`src/rtl/if_stage.sv`:
```
// -----------------------------------------------------------------------------
// if_stage
// Instruction-fetch stage with the IF/ID pipeline register. The stage keeps the
// PC and issues one outstanding request at a time to instruction memory. It
// captures each returned instruction together with its PC and PC+4, and
// presents the opcode field to the control unit.
// A stall from the hazard unit that arrives in the same cycle as an accepted
// fetch parks that instruction in a one-entry hold buffer. No request is issued
// while the buffer is occupied. A redirect (taken branch, jal, jalr) reloads the
// PC and flushes IF/ID.
//
// Ports
//   clk, rst_n        : clock, asynchronous active-low reset
//   imem_req/addr     : fetch request and address (address equals the PC)
//   imem_ready/rdata  : memory accept and same-cycle instruction data
//   stall             : hold IF/ID and the PC
//   redirect/_pc      : redirect request and target (low two bits ignored)
//   ifid_valid/inst   : IF/ID valid flag and instruction (NOP when not valid)
//   ifid_pc/pc4       : PC of ifid_inst and that PC plus four
//   opcode            : ifid_inst[6:0]
// -----------------------------------------------------------------------------
module if_stage #(
    parameter int unsigned      XLEN     = 32,
    parameter logic [XLEN-1:0]  RESET_PC = 32'h0000_0000,
    parameter logic [31:0]      NOP_INST = 32'h0000_0013
) (
    input  logic            clk,
    input  logic            rst_n,
    output logic            imem_req,
    output logic [XLEN-1:0] imem_addr,
    input  logic            imem_ready,
    input  logic [31:0]     imem_rdata,
    input  logic            stall,
    input  logic            redirect,
    input  logic [XLEN-1:0] redirect_pc,
    output logic            ifid_valid,
    output logic [31:0]     ifid_inst,
    output logic [XLEN-1:0] ifid_pc,
    output logic [XLEN-1:0] ifid_pc4,
    output logic [6:0]      opcode
);

    typedef enum logic [0:0] {
        S_REQ  = 1'b0,
        S_HOLD = 1'b1
    } state_t;

    localparam logic [XLEN-1:0] PC_STEP    = {{(XLEN-3){1'b0}}, 3'b100};
    localparam logic [XLEN-1:0] ALIGN_MASK = {{(XLEN-2){1'b1}}, 2'b00};
    localparam logic [XLEN-1:0] ZERO_PC    = {XLEN{1'b0}};

    // PC increment, wraps modulo 2^XLEN.
    function automatic logic [XLEN-1:0] pc_inc(input logic [XLEN-1:0] pc);
        return pc + PC_STEP;
    endfunction

    state_t          state_q,      state_d;
    logic [XLEN-1:0] pc_q,         pc_d;
    logic [31:0]     buf_inst_q,   buf_inst_d;
    logic [XLEN-1:0] buf_pc_q,     buf_pc_d;
    logic            ifid_valid_q, ifid_valid_d;
    logic [31:0]     ifid_inst_q,  ifid_inst_d;
    logic [XLEN-1:0] ifid_pc_q,    ifid_pc_d;
    logic [XLEN-1:0] ifid_pc4_q,   ifid_pc4_d;
    logic            accept_s;

    // A transaction completes only while requesting and memory is ready.
    assign accept_s = (state_q == S_REQ) && imem_ready;

    // FSM state register.
    always_ff @(posedge clk or negedge rst_n) begin
        if (!rst_n) begin
            state_q <= S_REQ;
        end else begin
            state_q <= state_d;
        end
    end

    // FSM next-state logic. Redirect always returns to requesting.
    always_comb begin
        state_d = state_q;
        case (state_q)
            S_REQ: begin
                if (!redirect && accept_s && stall) begin
                    state_d = S_HOLD;
                end else begin
                    state_d = S_REQ;
                end
            end
            S_HOLD: begin
                if (redirect || !stall) begin
                    state_d = S_REQ;
                end else begin
                    state_d = S_HOLD;
                end
            end
            default: state_d = S_REQ;
        endcase
    end

    // FSM outputs: request only in S_REQ and never while reset is asserted.
    always_comb begin
        imem_req = 1'b0;
        if (rst_n && (state_q == S_REQ)) begin
            imem_req = 1'b1;
        end else begin
            imem_req = 1'b0;
        end
    end

    // Datapath next-state: PC, hold buffer and IF/ID register.
    always_comb begin
        pc_d         = pc_q;
        buf_inst_d   = buf_inst_q;
        buf_pc_d     = buf_pc_q;
        ifid_valid_d = ifid_valid_q;
        ifid_inst_d  = ifid_inst_q;
        ifid_pc_d    = ifid_pc_q;
        ifid_pc4_d   = ifid_pc4_q;
        if (redirect) begin
            // Flush wins over stall. Any accepted data or buffered entry is dropped.
            pc_d         = redirect_pc & ALIGN_MASK;
            ifid_valid_d = 1'b0;
            ifid_inst_d  = NOP_INST;
        end else if (state_q == S_REQ) begin
            if (accept_s && !stall) begin
                ifid_valid_d = 1'b1;
                ifid_inst_d  = imem_rdata;
                ifid_pc_d    = pc_q;
                ifid_pc4_d   = pc_inc(pc_q);
                pc_d         = pc_inc(pc_q);
            end else if (accept_s) begin
                // IF/ID is frozen, so park the instruction and advance the PC.
                buf_inst_d = imem_rdata;
                buf_pc_d   = pc_q;
                pc_d       = pc_inc(pc_q);
            end else if (!stall) begin
                ifid_valid_d = 1'b0;
                ifid_inst_d  = NOP_INST;
            end else begin
                ifid_valid_d = ifid_valid_q;
            end
        end else begin
            if (!stall) begin
                ifid_valid_d = 1'b1;
                ifid_inst_d  = buf_inst_q;
                ifid_pc_d    = buf_pc_q;
                ifid_pc4_d   = pc_inc(buf_pc_q);
            end else begin
                ifid_valid_d = ifid_valid_q;
            end
        end
    end

    // Datapath registers.
    always_ff @(posedge clk or negedge rst_n) begin
        if (!rst_n) begin
            pc_q         <= RESET_PC;
            buf_inst_q   <= NOP_INST;
            buf_pc_q     <= ZERO_PC;
            ifid_valid_q <= 1'b0;
            ifid_inst_q  <= NOP_INST;
            ifid_pc_q    <= ZERO_PC;
            ifid_pc4_q   <= ZERO_PC;
        end else begin
            pc_q         <= pc_d;
            buf_inst_q   <= buf_inst_d;
            buf_pc_q     <= buf_pc_d;
            ifid_valid_q <= ifid_valid_d;
            ifid_inst_q  <= ifid_inst_d;
            ifid_pc_q    <= ifid_pc_d;
            ifid_pc4_q   <= ifid_pc4_d;
        end
    end

    assign imem_addr  = pc_q;
    assign ifid_valid = ifid_valid_q;
    assign ifid_inst  = ifid_inst_q;
    assign ifid_pc    = ifid_pc_q;
    assign ifid_pc4   = ifid_pc4_q;
    assign opcode     = ifid_inst_q[6:0];

endmodule

```
`config.mk`:
```
export PLATFORM = sky130hd
export DESIGN_NAME = if_stage
export DESIGN_NICKNAME = d
export VERILOG_FILES = /design/src/rtl/if_stage.sv
export SDC_FILE = /design/constraint.sdc
export NUM_CORES = 1
export LEC_CHECK = 0
export CORE_MARGIN = 4
export CORE_UTILIZATION = 55
export CTS_BUF_LIST = sky130_fd_sc_hd__clkbuf_8
export DETAILED_ROUTE_END_ITERATION = 8
export DONT_BUFFER_PORTS = 1
export PLACE_DENSITY_LB_ADDON = 0.3
export SKIP_CTS_REPAIR_TIMING = 1
export SYNTH_ARGS = -nofsm -noshare
export SYNTH_HDL_FRONTEND = slang
export SYNTH_SLANG_ARGS = --single-unit
```
`constraint.sdc`:
```
create_clock -name clk -period 2.4 [get_ports clk]
set_input_delay 0.24 -clock clk [delete_from_list [all_inputs] [get_ports clk]]
set_output_delay 0.24 -clock clk [all_outputs]
set_load 0.02 [all_outputs]
```
Yosys cells after proc, flatten, opt, wreduce, memory -nomap -nowiden --
Index checks and enable logic that the tools add are counted.
Word-level totals: bits in registers 194, output and inout bits 137, logic and storage cells 58
Cells by class: add/sub/neg operators 2, equal/unequal tests 5, mux-type cells 26, bitwise logic cells 3, reductions and logical operators 14
Operators with widths (number):
- 32-bit two-way mux | 16
- 32-bit by 3-bit adder with 32-bit output (second input constant) | 2
- 1-bit two-way mux | 9
- 3-bit AND reduction | 2
- 1-bit logical AND | 5
- 2-bit != test (second input constant) | 2
- 4-bit by 1-bit != test with 1-bit output (second input constant) | 1
- 4-bit by 3-bit != test with 1-bit output (second input constant) | 1
- 4-bit AND reduction | 1
- 3-bit != test (second input constant) | 1
- 1-bit inverter | 3
- 3-bit nonzero test | 1
- 1-bit zero test | 2
- 1-bit case mux with 2 select lines | 1
- 2-bit AND reduction | 1
- 2-bit nonzero test | 1
- 1-bit logical OR | 1

Logic depth before layout (Yosys ltp) --
word-level depth 6, mapped depth 8, gate-level depth less buffers 6

Worst setup path after synthesis --
OpenSTA, ideal clock, no wires.
path type reg-to-reg, from register pc_q[2] (netlist: imem_addr[2]), to register ifid_pc4_q[26] (netlist: ifid_pc4[26]), library setup time 68 ps, arrival time 2274 ps, data required time 2332 ps, setup slack 58 ps, cell stages (with the launch flop) 8, clock period less this slack 2342 ps, cells stage by stage dfrtp_1 ha_1 nand3_4 or4_1 buf_2 or4_1 a21oi_1 a221o_1
Between the ends: cells in the longest elaborated chain, start to end 3
RTL lines:
- start: declaration | line 58 | logic [XLEN-1:0] pc_q, pc_d;
- start signal: assignment | line 166 | pc_q <= pc_d;
- 32-bit by 3-bit adder with 32-bit output | line 54 | return pc + PC_STEP;
- 32-bit two-way mux | line 126 | if (accept_s && !stall) begin
- 32-bit two-way mux | line 125 | end else if (state_q == S_REQ) begin
- end signal: assignment | line 172 | ifid_pc4_q <= ifid_pc4_d;
- end: declaration | line 64 | logic [XLEN-1:0] ifid_pc4_q, ifid_pc4_d;
Every way passes these cells. The select of a mux whose other input is x is not followed. A chain may end at the register's enable or synchronous reset.

Worst setup path after layout --
Same ends and word-level chain as after synthesis.

==> results.py <==
metrics = {
    "run_status": {
        "status": "complete, but fails checks",
        "violations": "hold timing",
    },
    "grt": {
        "grt_overflow": 0,
        "grt_pass1_wl_um": 39600,
        "antenna_found_initial": 1,
        "grt_max_degree": 188,
        "grt_pass1_vias": 7086,
        "gr-usage-all-layers_pct": 25.7,
    },
    "layout": {
        "fill_cells": 1292,
        "area_growth_pct": 15.3,
        "layout.nets": 1075,
        "drive_gt1_share_pct": 17.2,
        "design_area_sq_um": 10900,
        "final_cell_count_no_fill": 1238,
    },
    "drt": {
        "dr_total_vias": 7413,
        "ant_nets": 0,
        "viasPerCell": 5.99,
        "drcViolationCount": 0,
        "drt_iter0_drc": 518,
        "post_drt_wl_per_cell_um": 21.1,
        "wl_um": 26100,
        "firstDrtPassIters": 6,
    },
    "setup_path": {
        "reg2regPathDepth": 6,
        "crit_cells": 6,
        "crit_path_top_delay_cell": "or4_4",
        "worstSetupPathType": "reg2reg",
        "cp-start-kind": "register",
        "crit_arrival_ns": 2.63,
        "critPathCaptureType": "register",
        "required_ns": 2.81,
        "cp_max_fo": 9,
        "crit_buf_inv": 0,
        "crit_chain": "ha_1 -> nand3_4 -> or4_4 -> or4_1 -> a21oi_1 -> a221o_1",
        "critical-path-top-delay-family": "simple AND/OR/NAND/NOR gates",
        "max_stage_delay_ns": 0.60,
    },
    "clocking": {
        "clock-sinks": 186,
        "cts_tree": "done",
        "clkSlewWorstSetupHoldPaths_ns": 0.11,
        "clk_latency_ns": 0.48,
        "cts_buffers": 17,
        "clockBufferDepth": 2,
        "cts_root_buf": "clkbuf_8",
        "htree_levels": 4,
    },
    "placed_design": {
        "pre_cts_ws_ns": 0.0887,
        "post_dp_cell_area_sq_um": 9780,
        "numPortBuffers": 0,
        "dp_hpwl_um": 17200,
        "routabilityCongestion": 0.894,
        "numPlacedInstances": 1139,
    },
    "floorplanning": {
        "die_area_sq_um": 19300,
        "start_util_pct": 56.5,
        "core-area_sq_um": 16700,
        "pin_count": 206,
        "die_w_um": 139,
        "rows": 47,
        "die_h_um": 139,
    },
    "synthesis": {
        "syn_inst": 951,
        "synth_edf_count": 0,
        "yosys-top-cells-area": "dfrtp_1 48%, mux2_2 7.6%, xnor2_1 4.3%, nand2_1 4.1%, o21ai_0 4.0%",
        "yosys_warnings": 0,
        "ys_ff_latch": 186,
        "ys_async_sr_fraction_pct": 100,
        "ys_seq_area_share_pct": 49.4,
        "ys.flop_type": "dfrtp_1",
        "synth_area_sq_um": 9440,
        "syn_area_per_cell_sq_um": 9.93,
        "yosysUniqueCellTypes": 53,
        "synth_top_area_share_pct": 47.7,
        "yosysTopAreaCell": "dfrtp_1",
    },
    "power_and_ir_drop": {
        "p_comb_share_pct": 17.7,
        "p_leak_nw": 4.51,
        "switching_power_mw": 2.86,
        "power.share.clock_pct": 26.5,
        "pwr-share-seq_pct": 55.8,
        "p_per_area_nw_per_um2": 736,
        "total_power_mw": 8.01,
        "ir_drop_v": 0.000476,
        "p_sw_share_pct": 35.7,
        "power.internal_mw": 5.16,
    },
    "sta": {
        "hold_violations": 187,
        "min_period_ns": 2.22,
        "drv_slew": 0,
        "rsz0062_at_grt": "no",
        "setup_ws_ns": 0.183,
        "fin_setup_tns_ns": 0,
        "setup_viol": 0,
        "period_share_pct": 92.4,
        "max_freq_mhz": 451,
        "whs_ns": -0.553,
        "worstMarginPinSlew_ns": 0.631,
        "finalClockSkew_ns": 0.0172,
        "slew_headroom_pct": 57.9,
    },
    "job": {
        "max-cap-violations": 0,
    },
    "worst_hold_path": {
        "hp-class": "in2async",
    },
}
==> final cells by class <==
type / count / area, sq um / share of cell area [%]
Sequential cell: 186 / 4670 / 42.9
Tap cell: 220 / 275 / 2.53
Clock buffer: 17 / 234 / 2.15
Clock inverter: 15 / 171 / 1.57
Inverter: 5 / 18.8 / 0.172
Antenna cell: 1 / 2.50 / 0.0230
Multi-Input combinational cell: 668 / 4360 / 40.1
Timing Repair Buffer: 126 / 1160 / 10.6
==> metal layers <==
metal	wire length (um)	up-vias	track usage, %	part of all wire (%)
met5	0	-	0	0
met4	515	0	7.57	2.0
met3	2370	41	10.0	9.1
met2	12500	308	39.6	48
met1	10700	3606	33.9	41
li1	-	3458	-	-
==> power groups by stage <==
| stage | clock network [mW] | registers (mW) | logic, mW |
|---|---|---|---|
| finish | 2.12 | 4.47 | 1.42 |
| floorplan | 0 | 4.42 | 1.01 |
| CTS | 2.16 | 4.48 | 1.28 |
| global route | 2.30 | 4.55 | 1.56 |
| global placement | 0 | 4.51 | 1.23 |
| detailed placement | 0 | 4.54 | 1.28 |
==> flip-flops by register name, indices dropped and copies added (netlist names) <==
signal	cells
buf_inst_q	32
buf_pc_q	30
ifid_inst	32
ifid_pc	30
ifid_pc4	30
ifid_valid	1
imem_addr	30
state_q	1
==> stage by stage <==
stage | hold WS (ns) | utilization [%]
after global routing | -0.591 | 65.2
after global placement | -0.0473 | 58.6
final | -0.553 | 65.2
after CTS | -0.576 | 61.0
after detailed placement | -0.0493 | 58.6
after floorplan | -0.0556 | -
==> cells by family (layout without fill, tap and decap cells) <==
| kind of cell | count (synthesis) | count (layout) | share of synthesized area, % |
|---|---|---|---|
| xor+xnor | 76 | 76 | 7.05 |
| mux | 100 | 100 | 11.4 |
| flops | 186 | 186 | 49.4 |
| simple gates | 307 | 307 | 15.5 |
| compound gates | 177 | 177 | 11.5 |
| fa+ha+maj | 2 | 2 | 0.265 |
| other cells | 1 | 7 | 0.0397 |
| buf+inv | 102 | 163 | 4.88 |
==> worst paths after layout <==
path	start	endpoint	slack [ns]
min in group clk	stall	ifid_inst[1]	-0.02
worst min register to register	buf_inst_q[14]	buf_inst_q[14]	0.52
worst max register to register	imem_addr[2]	ifid_pc4[26]	0.18
worst min-delay path	rst_n	ifid_pc[16]	-0.55
max in group asynchronous	rst_n	imem_addr[14]	2.57
worst max-delay path	imem_addr[2]	ifid_pc4[26]	0.18
==> cells in the final DEF, fill, tap and decap left out, types with 7 or more instances in the layout <==
| cell type | netlist | routed |
|---|---|---|
| nor2_1 | 83 | 82 |
| nor4_1 | 14 | 14 |
| mux2i_1 | 36 | 36 |
| o221ai_1 | 7 | 7 |
| nand3_1 | 24 | 24 |
| nor3_1 | 22 | 22 |
| and3_1 | 9 | 9 |
| o21ai_0 | 76 | 76 |
| and4_1 | 9 | 9 |
| nand2_1 | 102 | 102 |
| buf_4 | 16 | 59 |
| xnor2_1 | 46 | 46 |
| dfrtp_1 | 180 | 179 |
| a22oi_1 | 34 | 34 |
| mux2_2 | 64 | 64 |
| dlygate4sd3_1 | 0 | 64 |
| a21oi_1 | 35 | 35 |
| clkbuf_8 | 0 | 17 |
| xor2_1 | 30 | 30 |
| nand4_1 | 20 | 20 |
==> synth_stat cells, types with 12 or more instances <==
library cell    n
a21oi_1        35
a22oi_1        34
buf_2          12
buf_4          16
clkbuf_1       60
dfrtp_1       180
mux2_2         64
mux2i_1        36
nand2_1       102
nand3_1        24
nand4_1        20
nor2_1         83
nor3_1         22
nor4_1         14
o21ai_0        76
xnor2_1        46
xor2_1         30
Note: power is estimated with default switching activity, not from simulation.
